==> config.mk <==
export PLATFORM = sky130hd
export DESIGN_NAME = ex_mem_pipe_reg
export DESIGN_NICKNAME = d
export VERILOG_FILES = /design/src/rtl/ex_mem_pipe_reg.sv
export SDC_FILE = /design/constraint.sdc
export NUM_CORES = 1
export LEC_CHECK = 0
export CAP_MARGIN = 20
export CORE_ASPECT_RATIO = 0.75
export CORE_UTILIZATION = 25
export CTS_CLUSTER_DIAMETER = 80
export DETAILED_ROUTE_END_ITERATION = 7
export PLACE_DENSITY = 0.5
export RECOVER_POWER = 100
export SYNTH_ARGS = -nofsm -noshare
export SYNTH_HDL_FRONTEND = slang
export SYNTH_SLANG_ARGS = --single-unit
==> constraint.sdc <==
create_clock -name Clock -period 2.2 [get_ports Clock]
set_clock_uncertainty 0.15 [all_clocks]
set_input_delay 0.44 -clock Clock [delete_from_list [all_inputs] [get_ports Clock]]
set_output_delay 0.44 -clock Clock [all_outputs]
set_load 0.02 [all_outputs]
==> src/rtl/ex_mem_pipe_reg.sv <==
// Execute-to-Memory pipeline register: valid/ready handshake, flush, bubble write-kill
// masking and a saturating stall counter. Define EXMEM_SKID_EN to build the skid entry.
module ex_mem_pipe_reg #(
   parameter int                DATA_W      = 32,
   parameter int                REG_W       = 5,
   parameter int                CTRL_W      = 12,
   parameter logic [CTRL_W-1:0] KILL_MASK   = 12'h0C3,
   parameter int                STALL_CNT_W = 16
) (
   input  logic                   Clock,
   input  logic                   Reset,
   input  logic                   Flush,
   input  logic                   in_valid,
   output logic                   in_ready,
   input  logic [CTRL_W-1:0]      in_ctrl,
   input  logic [DATA_W-1:0]      in_alu,
   input  logic [DATA_W-1:0]      in_store,
   input  logic [DATA_W-1:0]      in_target,
   input  logic                   in_zero,
   input  logic [REG_W-1:0]       in_dest,
   output logic                   out_valid,
   input  logic                   out_ready,
   output logic [CTRL_W-1:0]      out_ctrl,
   output logic [DATA_W-1:0]      out_alu,
   output logic [DATA_W-1:0]      out_store,
   output logic [DATA_W-1:0]      out_target,
   output logic                   out_zero,
   output logic [REG_W-1:0]       out_dest,
   output logic [STALL_CNT_W-1:0] stall_cnt
);

   typedef struct packed {
      logic [CTRL_W-1:0] ctrl;
      logic [DATA_W-1:0] alu;
      logic [DATA_W-1:0] store;
      logic [DATA_W-1:0] target;
      logic              zero;
      logic [REG_W-1:0]  dest;
   } entry_t;

   entry_t in_entry;
   entry_t m_entry, m_entry_d;
   logic   m_valid, m_valid_d;
   logic   m_free;

   assign in_entry = '{ctrl: in_ctrl, alu: in_alu, store: in_store,
                       target: in_target, zero: in_zero, dest: in_dest};

   // M can take new data when it is empty or its current entry leaves this cycle.
   assign m_free = !m_valid || out_ready;

`ifdef EXMEM_SKID_EN
   entry_t s_entry, s_entry_d;
   logic   s_empty, s_empty_d;

   // in_ready is the S-empty flop itself, so out_ready never reaches it combinationally.
   assign in_ready = s_empty;

   always_comb begin
      // NOTE: every signal gets a default first so no path leaves it unassigned (no latch).
      m_entry_d = m_entry;
      m_valid_d = m_valid;
      s_entry_d = s_entry;
      s_empty_d = s_empty;
      if (Flush) begin
         m_valid_d = 1'b0;
         s_empty_d = 1'b1;
      end else if (!s_empty) begin
         if (out_ready) begin
            m_entry_d = s_entry;
            s_empty_d = 1'b1;
         end
      end else if (m_free) begin
         m_entry_d = in_entry;
         m_valid_d = in_valid;
      end else if (in_valid) begin
         s_entry_d = in_entry;
         s_empty_d = 1'b0;
      end
   end

   // NOTE: s_entry is data-only storage guarded by s_empty, so it needs no reset.
   always_ff @(posedge Clock) begin
      s_entry <= s_entry_d;
   end

   always_ff @(posedge Clock) begin
      if (Reset) s_empty <= 1'b1;
      else       s_empty <= s_empty_d;
   end
`else
   assign in_ready = m_free;

   always_comb begin
      // NOTE: every signal gets a default first so no path leaves it unassigned (no latch).
      m_entry_d = m_entry;
      m_valid_d = m_valid;
      if (Flush) begin
         m_valid_d = 1'b0;
      end else if (m_free) begin
         // Bubbles load too; the kill mask keeps their control bits harmless.
         m_entry_d = in_entry;
         m_valid_d = in_valid;
      end
   end
`endif

   // NOTE: state uses non-blocking assignments so every flop samples pre-edge values.
   always_ff @(posedge Clock) begin
      if (Reset) begin
         m_valid <= 1'b0;
         m_entry <= '0;
      end else begin
         m_valid <= m_valid_d;
         m_entry <= m_entry_d;
      end
   end

   always_ff @(posedge Clock) begin
      if (Reset)
         stall_cnt <= '0;
      else if (m_valid && !out_ready && (stall_cnt != '1))
         stall_cnt <= stall_cnt + STALL_CNT_W'(1);
   end

   assign out_valid  = m_valid;
   assign out_ctrl   = m_entry.ctrl & ~(m_valid ? {CTRL_W{1'b0}} : KILL_MASK);
   assign out_alu    = m_entry.alu;
   assign out_store  = m_entry.store;
   assign out_target = m_entry.target;
   assign out_zero   = m_entry.zero;
   assign out_dest   = m_entry.dest;

endmodule
==> reports/results.md <==
| Result | This run |
|---|---|
| Worst Hold Path EP | out_alu[28] |
| FF-to-FF setup slack | 0.23 ns |
| Ratio of final minimum period to clock period | 0.9699 |
| Pin count of the biggest net entering global routing | 54 |
| Max Transition Viols Final | 0 |
| Commonest cells in the synthesized netlist | 235 x nand2_1, 131 x dfxtp_1, 123 x a21oi_1 |
| Area share of the leading cell type in the synthesized netlist | 0.4647 |
| Floorplan core area | 22110 µm² |
| Hold_ws | 0.2982 ns |
| Weighted congestion reported at the end of routability-driven placement | 0.7460 |
| Overall die height | 132.1 µm |
| Aggregate negative setup slack | 0 ns |
| Source of the worst register-to-register timing path | stall_cnt[2] |
| Post-detail-place hpwl | 10780 µm |
| Area of the mapped netlist | 5643 µm² |
| Top delay family on crit path | buffers and inverters |
| Tmin final | 2.134 ns |
| Slew at the pin closest to its max-slew limit | 0.6168 ns |
| Clock H-tree levels | 4 |
| Worst min path class | reg2reg |
| Number of failing setup endpoints in the final timing report | 0 |
| Power spent charging and discharging nets | 1.632 mW |
| Fmax achieved | 0.4686 GHz |
| Number of sinks on the clock net | 131 |
| Initial core utilization | 0.2552 |
| Biggest area contributors in the synthesized netlist | dfxtp_1 46%, nand2_1 16%, buf_4 15% |
| Share of the yosys chip area belonging to registers | 0.4647 |
| Power density normalized to cell area | 762.4 nW/µm² |
| Signal arrival time at the worst endpoint | 1.54 ns |
| Initial antenna violation count | 0 |
| Worst-path cell chain | clkdlybuf4s50_1 |
| Antenna diodes | 0 |
| Final routed wire length divided by cell count | 13.70 µm |
| WP data required | 1.61 ns |
| Number of placement rows | 47 |
| Clock tree root driver cell | clkbuf_16 |
| Source-to-sink clock delay at the later pin of the worst-skew pair | 0.41 ns |
| Fraction of power spent switching nets | 0.2589 |
| Remaining DRCs | 0 |
| Nets in the synthesized netlist | 835 |
| Largest fanout of any net on the critical path | 6 |
| Part of the total power dissipated in sequential elements | 0.404 |
| Total global-route track usage | 0.1381 |
| Max-Cap Viols | 0 |
| Clock tree from TritonCTS | yes |
| Total routed wirelength | 15910 µm |
| Number of instances on the worst hold path | 2 |
| Most frequent cell after synthesis | nand2_1 |
| Overall die area | 23180 µm² |
| Post-synth EDFFs | 0 |
| Hold path startpoint | out_alu[28] |
| Critical path launch point type | flop |
| Internal Power | 4.672 mW |
| Number of buffers inserted during clock tree synthesis | 17 |
| Layout Cell Area excl Fill | 8269 µm² |
| Bufs on Longest Clock Path | 2 |
| Nets@finish | 974 |
| Remaining number of nets flagged by the antenna check after routing | 0 |
| Cells after synthesis | 715 |
| Max-slew headroom | 0.5888 |
| Crit-path slowest cell | clkdlybuf4s50_1 |
| Input/output buffers | 250 |
| Final hold violation count | 0 |
| Clock edge transition at the registers on the reported setup and hold paths | 0.06 ns |
| Prevailing post-synth register cell | dfxtp_1 |
| RSZ-0062 raised after global routing | no |
| Vias in the first global route | 4700 |
| Ratio of cells with drive above 1 in the final layout | 0.06805 |
| Count of different cell masters after synthesis | 37 |
| WS Path Type | reg2out |
| Post-synth ARST share | 0 |
| Placed Area | 7769 µm² |
| Average cell area after synthesis | 7.892 µm² |
| Number of buffer and inverter instances along the worst setup path | 1 |
| Portion of total power attributed to combinational logic | 0.137 |
| Worst stage delay on the critical path | 0.67 ns |
| Initial DRT Pass Iterations | 5 |
| GRT overflow | 0 |
| Post-CTS setup-driven buffer insertion count | 0 |
| LEAKAGE | 3.355 nW |
| Post-detailed-route via-to-cell ratio | 4.152 |
| Number of flip-flops and latches in the synthesized netlist | 131 |
| Routed vias | 4821 |
| Endpoint of the worst register-to-register path | stall_cnt[0] |
| Growth of design area from synthesis to finish | 46.54% |
| Top-level I/O count | 251 |
| Library cell occupying the most area in the post-synthesis netlist | dfxtp_1 |
| Worst IR Drop VDD | 0.0003595 V |
| Clock group share of total power | 0.459 |
| Die width | 175.5 µm |
| Kind of end point of the critical path | output port |
| Cell count of the worst reg-to-reg path | 4 |
| Count of warnings emitted by yosys | 0 |
| Global-route wire length before repair | 25190 µm |
| Result of the run | finished, final reports clean |
| Number of violations reported at the end of detailed-routing iteration 0 | 201 |
-- registers in the layout, summed over array words and instances, names as in the netlist --
register and flops:
out_target 32, out_dest 5, out_valid 1, stall_cnt 16, out_store 32, out_zero 1, out_alu 32, m_entry 12
-- cells in the final DEF, fill, tap and decap left out, types with 3 or more instances in the layout --
master,count
a21oi_1,123
a31oi_1,3
and2_1,4
buf_12,4
buf_4,6
clkbuf_1,7
clkbuf_16,17
clkbuf_4,6
clkdlybuf4s50_1,128
clkinv_4,3
clkinvlp_4,3
dfxtp_1,130
dlygate4sd3_1,116
inv_1,3
inv_6,4
mux2_2,6
nand2_1,235
nand4_1,5
nor2_1,15
nor2b_1,6
nor3_1,5
o31ai_1,3
-- area by class of cell --
type	instances	area, µm²
clock inverter	13	148.9
timing repair buffer	269	2656
clock buffer	19	452.9
inverter	3	11.26
tap	294	367.9
fill	2356	13840
multi-input combinational	432	2008
sequential	131	2624
-- worst max-delay path by stage --
| stage | start | end | slack (ns) | depth (start not counted) |
|---|---|---|---|---|
| 3_5_place_dp | out_ready | stall_cnt[11] | -0.16 | 6 |
| 6_report | stall_cnt[9] | stall_cnt[9] | 0.07 | 1 |
| 5_1_grt | out_valid | out_ctrl[1] | 0.009 | 2 |
| 3_3_place_gp | out_ready | in_ready | -0.16 | 4 |
| 4_1_cts | stall_cnt[6] | stall_cnt[6] | 0.008 | 1 |
| 2_1_floorplan | stall_cnt[0] | stall_cnt[14] | 0.38 | 5 |
-- cells by family (layout without fill, tap and decap cells) --
family / after synthesis / count (layout) / synth area share
AOI/OAI and AO/OA: 133 / 133 / 0.1222
adders and majority gates: 1 / 1 / 0.002217
buffers and inverters: 152 / 304 / 0.1769
DFF: 131 / 131 / 0.4647
muxes: 8 / 8 / 0.01552
and+or+nand+nor: 290 / 290 / 0.2184
-- power by group through the flow --
stage	clock network (mW)	registers (mW)	logic, mW
final	2.89	2.55	0.864
after global placement	0	2.60	0.934
after floorplan	0	2.60	0.544
after detailed placement	0	2.61	0.931
after global routing	3.11	2.56	0.940
after CTS	3.00	2.55	0.935
-- routing by layer --
metal,track usage,up-vias,wire [µm]
met5,0,-,0
met4,0.04203,0,174
met3,0.06430,15,1643
met2,0.2041,178,6676
met1,0.1776,2139,7412
li1,-,2489,-
-- timing repair --
action | 4_1_cts | 5_1_grt
endpoints found under the hold margin | 0 | 0
hold buffers | 0 | 0
endpoints found under the setup margin | 6 | 3
resized for setup | 3 | 3
-- per-stage QoR --
stage | std cells | utilization | worst slack, ns | total power [mW]
floorplan | 715 | - | 0.3807 | 3.140
global placement | 1129 | 0.3513 | -0.1648 | 3.536
detailed placement | 1129 | 0.3513 | -0.1642 | 3.538
CTS | 1161 | 0.3785 | 0.008465 | 6.493
global route | 1161 | 0.3740 | 0.009354 | 6.616
finish | 1161 | 0.3740 | 0.06617 | 6.304
(Power assumes the default switching activity.)
